==> src/rtl/usr_cmd_sequencer.sv <==
// Command sequencer feeding a 6-bit universal shift register: FIFO-buffered commands replayed rpt+1 cycles.
// Define USRSEQ_DONE_CNT_EN to add the done_cnt completion counter output.
module usr_cmd_sequencer #(
  parameter int unsigned DEPTH = 4,
  parameter int unsigned RPT_W = 4
) (
  input  logic                   Clk,
  input  logic                   reset,
  input  logic                   flush,
  input  logic                   cmd_valid,
  output logic                   cmd_ready,
  input  logic [2:0]             cmd_op,
  input  logic [5:0]             cmd_data,
  input  logic                   cmd_rsi,
  input  logic                   cmd_lsi,
  input  logic [RPT_W-1:0]       cmd_rpt,
  output logic [2:0]             A,
  output logic [5:0]             D,
  output logic                   RSI,
  output logic                   LSI,
  output logic                   busy,
  output logic [$clog2(DEPTH):0] level
`ifdef USRSEQ_DONE_CNT_EN
  ,
  output logic [7:0]             done_cnt
`endif
);

  localparam int unsigned PTR_W = $clog2(DEPTH);
  localparam int unsigned LVL_W = PTR_W + 1;

  typedef enum logic {S_IDLE = 1'b0, S_ISSUE = 1'b1} state_t;

  typedef struct packed {
    logic [2:0]       op;
    logic [5:0]       data;
    logic             rsi;
    logic             lsi;
    logic [RPT_W-1:0] rpt;
  } cmd_t;

  state_t           state_q, state_d;
  cmd_t             mem_q [DEPTH];
  cmd_t             mem_d [DEPTH];
  cmd_t             cmd_in;
  cmd_t             head;
  logic [PTR_W-1:0] wr_ptr_q, wr_ptr_d;
  logic [PTR_W-1:0] rd_ptr_q, rd_ptr_d;
  logic [LVL_W-1:0] level_q, level_d;
  logic [RPT_W-1:0] rpt_cnt_q, rpt_cnt_d;
  logic [2:0]       a_q, a_d;
  logic [5:0]       d_q, d_d;
  logic             rsi_q, rsi_d;
  logic             lsi_q, lsi_d;
  logic             busy_q, busy_d;
  logic             push;
  logic             pop;
`ifdef USRSEQ_DONE_CNT_EN
  logic [7:0]       done_cnt_q, done_cnt_d;
`endif

  assign cmd_in    = {cmd_op, cmd_data, cmd_rsi, cmd_lsi, cmd_rpt};
  assign head      = mem_q[rd_ptr_q];
  assign cmd_ready = (level_q < LVL_W'(DEPTH));

  // Next-state: replay control, FIFO pointers/occupancy, output registers.
  always_comb begin
    state_d   = state_q;
    mem_d     = mem_q;
    wr_ptr_d  = wr_ptr_q;
    rd_ptr_d  = rd_ptr_q;
    rpt_cnt_d = rpt_cnt_q;
    a_d       = a_q;
    d_d       = d_q;
    rsi_d     = rsi_q;
    lsi_d     = lsi_q;
    busy_d    = busy_q;
    pop       = 1'b0;
    push      = cmd_valid && cmd_ready && !flush;
`ifdef USRSEQ_DONE_CNT_EN
    done_cnt_d = done_cnt_q;
`endif

    case (state_q)
      S_IDLE: begin
        if (level_q != '0) pop = 1'b1;
      end
      S_ISSUE: begin
        if (rpt_cnt_q != '0) begin
          rpt_cnt_d = rpt_cnt_q - RPT_W'(1);
        end else begin
`ifdef USRSEQ_DONE_CNT_EN
          done_cnt_d = done_cnt_q + 8'd1;
`endif
          if (level_q != '0) begin
            pop = 1'b1;
          end else begin
            state_d = S_IDLE;
            a_d     = 3'b000;
            d_d     = 6'b000000;
            rsi_d   = 1'b0;
            lsi_d   = 1'b0;
            busy_d  = 1'b0;
          end
        end
      end
      default: state_d = S_IDLE;
    endcase

    // Pop reads the registered head, so a same-cycle push never bypasses the FIFO.
    if (pop) begin
      state_d   = S_ISSUE;
      busy_d    = 1'b1;
      a_d       = head.op;
      d_d       = head.data;
      rsi_d     = head.rsi;
      lsi_d     = head.lsi;
      rpt_cnt_d = head.rpt;
      rd_ptr_d  = rd_ptr_q + PTR_W'(1);
    end

    if (push) begin
      mem_d[wr_ptr_q] = cmd_in;
      wr_ptr_d        = wr_ptr_q + PTR_W'(1);
    end

    level_d = level_q + LVL_W'(push) - LVL_W'(pop);

    if (flush) begin
      state_d   = S_IDLE;
      wr_ptr_d  = '0;
      rd_ptr_d  = '0;
      level_d   = '0;
      rpt_cnt_d = '0;
      a_d       = 3'b000;
      d_d       = 6'b000000;
      rsi_d     = 1'b0;
      lsi_d     = 1'b0;
      busy_d    = 1'b0;
`ifdef USRSEQ_DONE_CNT_EN
      done_cnt_d = 8'd0;
`endif
    end
  end

  always_ff @(posedge Clk) begin
    if (!reset) begin
      state_q   <= S_IDLE;
      wr_ptr_q  <= '0;
      rd_ptr_q  <= '0;
      level_q   <= '0;
      rpt_cnt_q <= '0;
      a_q       <= 3'b000;
      d_q       <= 6'b000000;
      rsi_q     <= 1'b0;
      lsi_q     <= 1'b0;
      busy_q    <= 1'b0;
`ifdef USRSEQ_DONE_CNT_EN
      done_cnt_q <= 8'd0;
`endif
    end else begin
      state_q   <= state_d;
      wr_ptr_q  <= wr_ptr_d;
      rd_ptr_q  <= rd_ptr_d;
      level_q   <= level_d;
      rpt_cnt_q <= rpt_cnt_d;
      a_q       <= a_d;
      d_q       <= d_d;
      rsi_q     <= rsi_d;
      lsi_q     <= lsi_d;
      busy_q    <= busy_d;
`ifdef USRSEQ_DONE_CNT_EN
      done_cnt_q <= done_cnt_d;
`endif
    end
  end

  // Entry storage needs no reset: occupancy is tracked by level.
  always_ff @(posedge Clk) begin
    mem_q <= mem_d;
  end

  assign A     = a_q;
  assign D     = d_q;
  assign RSI   = rsi_q;
  assign LSI   = lsi_q;
  assign busy  = busy_q;
  assign level = level_q;
`ifdef USRSEQ_DONE_CNT_EN
  assign done_cnt = done_cnt_q;
`endif

endmodule
==> config.mk <==
export PLATFORM = sky130hd
export DESIGN_NAME = usr_cmd_sequencer
export DESIGN_NICKNAME = d
export VERILOG_FILES = /design/src/rtl/usr_cmd_sequencer.sv
export SDC_FILE = /design/constraint.sdc
export NUM_CORES = 1
export LEC_CHECK = 0
export BUFFER_PORTS_ARGS = -buffer_cell sky130_fd_sc_hd__buf_4
export CAP_MARGIN = 20
export CORE_ASPECT_RATIO = 0.7
export CORE_MARGIN = 5
export CORE_UTILIZATION = 55
export CTS_CLUSTER_DIAMETER = 150
export DETAILED_ROUTE_END_ITERATION = 12
export PLACE_DENSITY = 0.76
export SYNTH_ARGS = -nofsm -noshare
export SYNTH_HDL_FRONTEND = slang
export SYNTH_SLANG_ARGS = --single-unit
==> constraint.sdc <==
create_clock -name Clk -period 6 [get_ports Clk]
set_clock_uncertainty 0.15 [all_clocks]
set_input_delay 1.2 -clock Clk [delete_from_list [all_inputs] [get_ports Clk]]
set_output_delay 1.2 -clock Clk [all_outputs]
set_load 0.02 [all_outputs]
Word-level counts from Yosys, hierarchy flattened
Index checks and enable logic that the tools add are counted.

word-level totals
  flip-flop bits (word level) = 84
  bits of input ports = 19
  output and inout bits = 16
  logic and storage cells = 85

operators by class
  $add $sub $neg = 5
  magnitude comparators = 4
  equal/unequal tests = 2
  muxes and demuxes = 29
  bitwise gates (word level) = 4
  reduce and logical (&&, ||, !) cells = 11

operators by type and width
  cell                 count
  $bwmux 60            1
  $mux 15              3
  $bmux 15 s2          1
  $demux 15 s2         1
  $mux 6               4
  $mux 3               4
  $mux 4               3
  $mux 1               11
  $ge 3x3->1 const B   2
  $not 2->3            2
  $add 2x1->2 const B  2
  $ne 2x2->1 const B   2
  $reduce_bool 2->1    2
  $reduce_bool 4->1    1
  $sub 4x1->4 const B  1
  $add 3x1->3          1
  $logic_and 1x1->1    3
  $lt 3x1->1 const B   1
  $lt 3x3->1 const B   1
  $reduce_and 3->1     1
  $reduce_bool 3->1    1
  $sub 3x1->3          1
  $not 1->1            2
  $pmux 1 s2           1
  other kinds (3)      3

Longest topological paths before layout
Gate-level depths: netlist of the first run.

  word-level depth = 6
  mapped depth = 12
  mapped depth without buffers = 10

Worst setup path after synthesis of the first run
No wires, ideal clock.

  path kind = in2reg
  start = input flush
  end = register level_q[2] (netlist: level[2])
  setup time = 0.128 ns
  data arrival time = 2.594 ns
  data required time = 5.722 ns
  path slack = 3.128 ns
  stages = 7
  path buffers = 0
  path through = nor3b_2 xor2_1 ha_1 fa_1 xnor2_1 xnor2_1 nor2_1

between the ends
  cells in the longest elaborated chain, start to end = 4
  elaborated cells between the ends (all ways) = 5
  classes of those cells = add/sub (2); reduce/logical (3)

ends and longest elaborated chain
  item                    RTL line  source
  start: declaration      9         input logic flush,
  $logic_not 1->1         79        push = cmd_valid && cmd_ready && !flush;
  $logic_and 1x1->1       79
  $add 3x1->3             127       level_d = level_q + LVL_W'(push) - LVL_W'(pop);
  $sub 3x1->3             127
  end signal: assignment  165       level_q <= level_d;
  end: declaration        49        logic [LVL_W-1:0] level_q, level_d;

Parallel ways exist; a longest one is shown, timed or not.
A chain may end at the register's enable or synchronous reset.

Worst setup path in the final report of the first run
  start = register rpt_cnt_q[0]
  end = register level_q[2] (netlist: level[2])

between the ends
  cells in the longest elaborated chain, start to end = 4

ends and longest elaborated chain
  item                      RTL line  source
  start: declaration        50        logic [RPT_W-1:0] rpt_cnt_q, rpt_cnt_d;
  start signal: assignment  166       rpt_cnt_q <= rpt_cnt_d;
  $reduce_bool 4->1         89        if (rpt_cnt_q != '0) begin
  $mux 1                    89
  $pmux 1 s2                84        case (state_q)
  $sub 3x1->3               127

Every way passes these cells.

==> results of run 1 <==
[metal layers]
layer  vias to the layer above  track usage
met2                        47        0.258
met4                         0       0.0480
met3                         2       0.0565
li1                        819            -
met1                       837        0.204
met5                         -            0
[kinds of logic (layout without fill, tap and decap cells)]
group                      count (synthesis)  in the layout  share of synthesized area
AOI/OAI and AO/OA                         24             24                     0.0563
xor gates and xnor gates                   7              7                     0.0186
adders and majority gates                  8              8                     0.0327
buffers and inverters                     17             58                     0.0281
DFF                                       84             84                      0.693
muxes                                     17             17                      0.112
and+or+nand+nor                           39             39                     0.0593
[final timing paths]
path | startpoint | endpoint | slack, ps | depth (start not counted)
setup reg to reg | rpt_cnt_q[0]$_SDFFE_PP0P_ | level[2]$_SDFF_PP0_ | 2970 | 10
setup / recovery | rpt_cnt_q[0]$_SDFFE_PP0P_ | level[2]$_SDFF_PP0_ | 2970 | 10
hold / removal | rpt_cnt_q[1]$_SDFFE_PP0P_ | rpt_cnt_q[1]$_SDFFE_PP0P_ | 340 | 2
hold reg to reg | rpt_cnt_q[1]$_SDFFE_PP0P_ | rpt_cnt_q[1]$_SDFFE_PP0P_ | 340 | 2
[registers in the layout, indices dropped and copies added, names as in the netlist]
signal,flops
RSI,1
LSI,1
wr_ptr_q,2
level,3
busy,1
mem_q,60
state_q,1
A,3
D,6
rpt_cnt_q,4
rd_ptr_q,2
[power by group through the flow]
stage | sequential [µW] | clock, µW | combinational [µW]
2_1_floorplan | 750 | 0 | 435
3_3_place_gp | 736 | 0 | 535
3_5_place_dp | 739 | 0 | 545
4_1_cts | 726 | 403 | 547
5_1_grt | 733 | 427 | 610
6_report | 724 | 393 | 542
[final cells by class]
type / instances / area (µm²) / area share
Sequential cell: 84 / 2280 / 0.603
Clock buffer: 9 / 124 / 0.0327
Clock inverter: 7 / 76.3 / 0.0202
Tap cell: 75 / 93.8 / 0.0248
Multi-Input combinational cell: 95 / 917 / 0.242
Timing Repair Buffer: 35 / 263 / 0.0695
Inverter: 7 / 26.3 / 0.00695
[per-stage QoR]
step / util / std cells
2_1_floorplan: - / 196
4_1_cts: 0.657 / 312
5_1_grt: 0.657 / 312
3_5_place_dp: 0.622 / 296
6_report: 0.657 / 312
3_3_place_gp: 0.622 / 296
[layout by cell type (no fill, tap or decap), drive strengths merged, types with 2 or more instances in the layout]
master  count
a211oi      2
a21oi       5
a22oi      11
a31oi       2
and2        6
buf        35
clkbuf      9
clkinv      4
dfxtp      24
edfxtp     60
ha          7
inv         8
mux2        2
mux4       15
nand2       5
nor2       19
nor3        2
xnor2       5
xor2        2
[tightest hold or removal path, cell delays in order (launching register included)]
cell and delay (ps):
dfxtp_1 330, nand2_1 60, a31oi_1 70
==> flow_summary.ini, run 1 <==
[setup_path]
crit_family = adder cells
endpoint_kind = register
crit_chain = inv_1 -> ha_1 -> or3b_1 -> a21oi_4 -> xor2_1 -> ha_1 -> fa_1 -> xnor2_1 -> xnor2_1 -> nor2_1
critPathArrivalTime_ps = 3090
critPathLaunchType = register
critPathSlowestCell = a21oi_4
slowest_delay_ps = 560
crit_type = register to register
crit_required_ps = 6060
crit_buf_inv = 1
path_max_fanout = 18

[synthesis]
ys_types = 35
synth_edf_count = 60
synth_commonest_cells = 60 x edfxtp_1, 24 x dfxtp_1, 19 x nor2_1, 15 x mux4_2, 10 x a22oi_1
yosysMostFrequentCell = edfxtp_1
avgSynthCellArea_um2 = 16.8
syn-cell-area_mm2 = 0.00329
yosysTopAreaCell = edfxtp_1
async_reset_ff_frac = 0
ys_ff_latch = 84
netlist_instances = 196
synth_area_leaders = edfxtp_1 55%, dfxtp_1 15%, mux4_2 10%
synth-main-ff-cell = edfxtp_1
synth_top_cell_area_share = 0.547
syn-num-nets = 223
ys_seq_area_frac = 0.693
yosys_warnings = 0

[die]
die_w_um = 102
start_util = 0.572
core_area_mm2 = 0.00576
rows = 23
die-area_mm2 = 0.00766
pin_count = 35
die_h_um = 74.7

[clock_network]
numCtsBuffers = 9
cts_htree_levels = 3
clk_pin_slew_ps = 80
cts_resized = 0
clock_latency_ps = 350
cts_tree = yes
root_buffer = clkbuf_8
cts_num_sinks = 84
post_cts_buffers = 0
ctsHoldBuffers = 0
clockBufferDepth = 2

[layout]
layout.nets = 259
drive_above_1_share = 0.300
design_area_mm2 = 0.00378
n_fill_cell = 419
area_growth_pct = 14.9
num_antenna_cells = 0

[sta]
whs_ps = 344
report.final.slew_viol_count = 0
fin_setup_tns_ps = 0
setup_ws_ps = 2970
setup_violations = 0
rsz0062_at_grt = false
worst_slew_pin_slew_ps = 857
min_period_ps = 3030
max_slew_margin = 0.429
period_share = 0.505
hold_viol = 0
max_freq_mhz = 330

[grt]
grt_use_total = 0.158
grt_pass1_vias = 1711
antenna_found_initial = 0
grt_pass1_wl_um = 8660
grt-ovfl-total = 0
grt_max_degree = 21

[pwr]
swShare = 0.329
vdd_drop_max_v = 0.000228
cellInternalPower_uw = 1110
power_frac_clock = 0.237
combPwrFrac = 0.327
leakagePower_uw = 0.00129
total_power_uw = 1660
p_per_area_mw_per_mm2 = 439
p_sw_uw = 545
seqPwrFrac = 0.437

[routing]
ant_nets = 0
vias = 1705
wl_met2_um = 2680
drc_errors = 0
dr.pass1.iters = 4
drtIter0Drc = 89
met1_length_um = 2280
routedWlPerCell_um = 17.2
routed.top_layer = met4
routed-wl-met3_um = 396
vias_per_cell = 5.46
drt-total-wl_um = 5380

[placed_design]
port_buffers = 34
placed_area_mm2 = 0.00358
routabilityCongestion = 0.701
pre_cts_slack_ps = 2800
dpl.hpwl_um = 3580

[worst_hold_path]
hold_path.class = register to register

[status]
status = completed

[job]
drv_cap = 0
(Power assumes the default switching activity.)
==> run 2: changes to the inputs <==
==> constraint.sdc (replaced) <==
create_clock -name Clk -period 2.9 [get_ports Clk]
set_clock_uncertainty 0.15 [all_clocks]
set_input_delay 0.58 -clock Clk [delete_from_list [all_inputs] [get_ports Clk]]
set_output_delay 0.58 -clock Clk [all_outputs]
set_load 0.02 [all_outputs]
==> run 2 against run 1 <==
Against the previous run: register-to-register slack lost 2600 ps; fmax grew 18%; non-clock buffer count grew 7; die area is the same; wire length grew 1.4%; sequential share of layout area shrank 1.6 points; core utilization grew 1.8 points; critical path type unchanged; largest power group unchanged.
==> flow_summary.ini, run 2 (synthesis gave the netlist of run 1 again) <==
[setup_path]
crit_chain = inv_1 -> ha_1 -> or3b_1 -> a21oi_4 -> xor2_1 -> ha_1 -> fa_1 -> xnor2_1 -> xnor2_1 -> nor2_1
critPathArrivalTime_ps = 2660
endpoint_kind = register
crit_buf_inv = 1
critPathLaunchType = register
rr_worst_depth = 10
crit_cells = 10
crit_type = register to register
crit_family = adder cells
crit_required_ps = 2990
slowest_delay_ps = 470
critPathSlowestCell = or3b_1
r2r_slack_ps = 330
path_max_fanout = 7

[worst_hold_path]
hold_path.class = primary input to register
hold_depth = 1

[grt]
grt_pass1_vias = 1744
grt_pass1_wl_um = 9000
grt_max_degree = 17
grt_use_total = 0.162
grt-ovfl-total = 0
antenna_found_initial = 0

[sta]
report.final.slew_viol_count = 0
min_period_ps = 2570
setup_ws_ps = 334
fin_setup_tns_ps = 0
rsz0062_at_grt = false
max_freq_mhz = 390
setup_violations = 0
period_share = 0.885
hold_viol = 0
max_slew_margin = 0.653
worst_slew_pin_slew_ps = 519

[clock_network]
ctsHoldBuffers = 0
post_cts_buffers = 0
clk_pin_slew_ps = 80
numCtsBuffers = 9
cts_tree = yes
cts_resized = 0
cts_htree_levels = 3
clock_latency_ps = 340
root_buffer = clkbuf_8
clockBufferDepth = 2
cts_num_sinks = 84

[placed_design]
routabilityCongestion = 0.839
port_buffers = 34
dpl.hpwl_um = 3680
pre_cts_slack_ps = 330

[layout]
final_util = 0.675
regMostFlops = mem_q
drive_above_1_share = 0.320
num_antenna_cells = 0
mostFrequentLayoutCells = 60 x edfxtp_1, 42 x buf_4, 24 x dfxtp_1
area_growth_pct = 18.0
final_common_cell = edfxtp_1
layout.nets = 266
largest_reg_flops = 60

[routing]
routedWlPerCell_um = 17.1
vias_per_cell = 5.34
drtIter0Drc = 74
vias = 1703
ant_nets = 0
dr.pass1.iters = 4
drt-total-wl_um = 5450
drc_errors = 0

[die]
die-area_mm2 = 0.00766
pin_count = 35
core_area_mm2 = 0.00576
die_h_um = 74.7
die_w_um = 102
rows = 23
start_util = 0.572

[pwr]
leakagePower_uw = 0.00136
vdd_drop_max_v = 0.000499
p_per_area_mw_per_mm2 = 944

[job]
drv_cap = 0

[status]
status = completed
run 2: cell type report:
type / count / area [µm²]
clock buffer: 11 / 141
tap: 75 / 93.8
timing repair buffer: 42 / 315
clock inverter: 5 / 108
multi-input combinational: 95 / 917
fill: 414 / 1870
sequential: 84 / 2280
inverter: 7 / 26.3
run 2: stage by stage:
stage | power [µW] | hold WS, ps | cells | cell area [µm²]
floorplan | 2450 | 311 | 196 | 3290
finish | 3670 | 284 | 319 | 3880
CTS | 3710 | 261 | 319 | 3880
detailed placement | 2710 | 332 | 303 | 3630
global placement | 2660 | 319 | 303 | 3630
global route | 3890 | 247 | 319 | 3880
run 2: final timing paths:
kind | from | end
hold reg to reg | rpt_cnt_q[1]$_SDFFE_PP0P_ | rpt_cnt_q[1]$_SDFFE_PP0P_
hold / removal | cmd_data[0] | mem_q[6]$_DFFE_PP_
setup / recovery | rpt_cnt_q[0]$_SDFFE_PP0P_ | level[2]$_SDFF_PP0_
setup reg to reg | rpt_cnt_q[0]$_SDFFE_PP0P_ | level[2]$_SDFF_PP0_
run 2: power by group:
part	total, µW	switching, µW	internal [µW]
sequential	1500	105	1400
clock	1000	399	602
combinational	1160	629	532
run 2: per-layer routing:
metal | vias up | wire length [µm] | GRT usage
met3 | 5 | 311 | 0.0611
met5 | - | 0 | 0
met1 | 823 | 2470 | 0.213
met4 | 0 | 43 | 0.0451
li1 | 830 | - | -
met2 | 45 | 2630 | 0.258
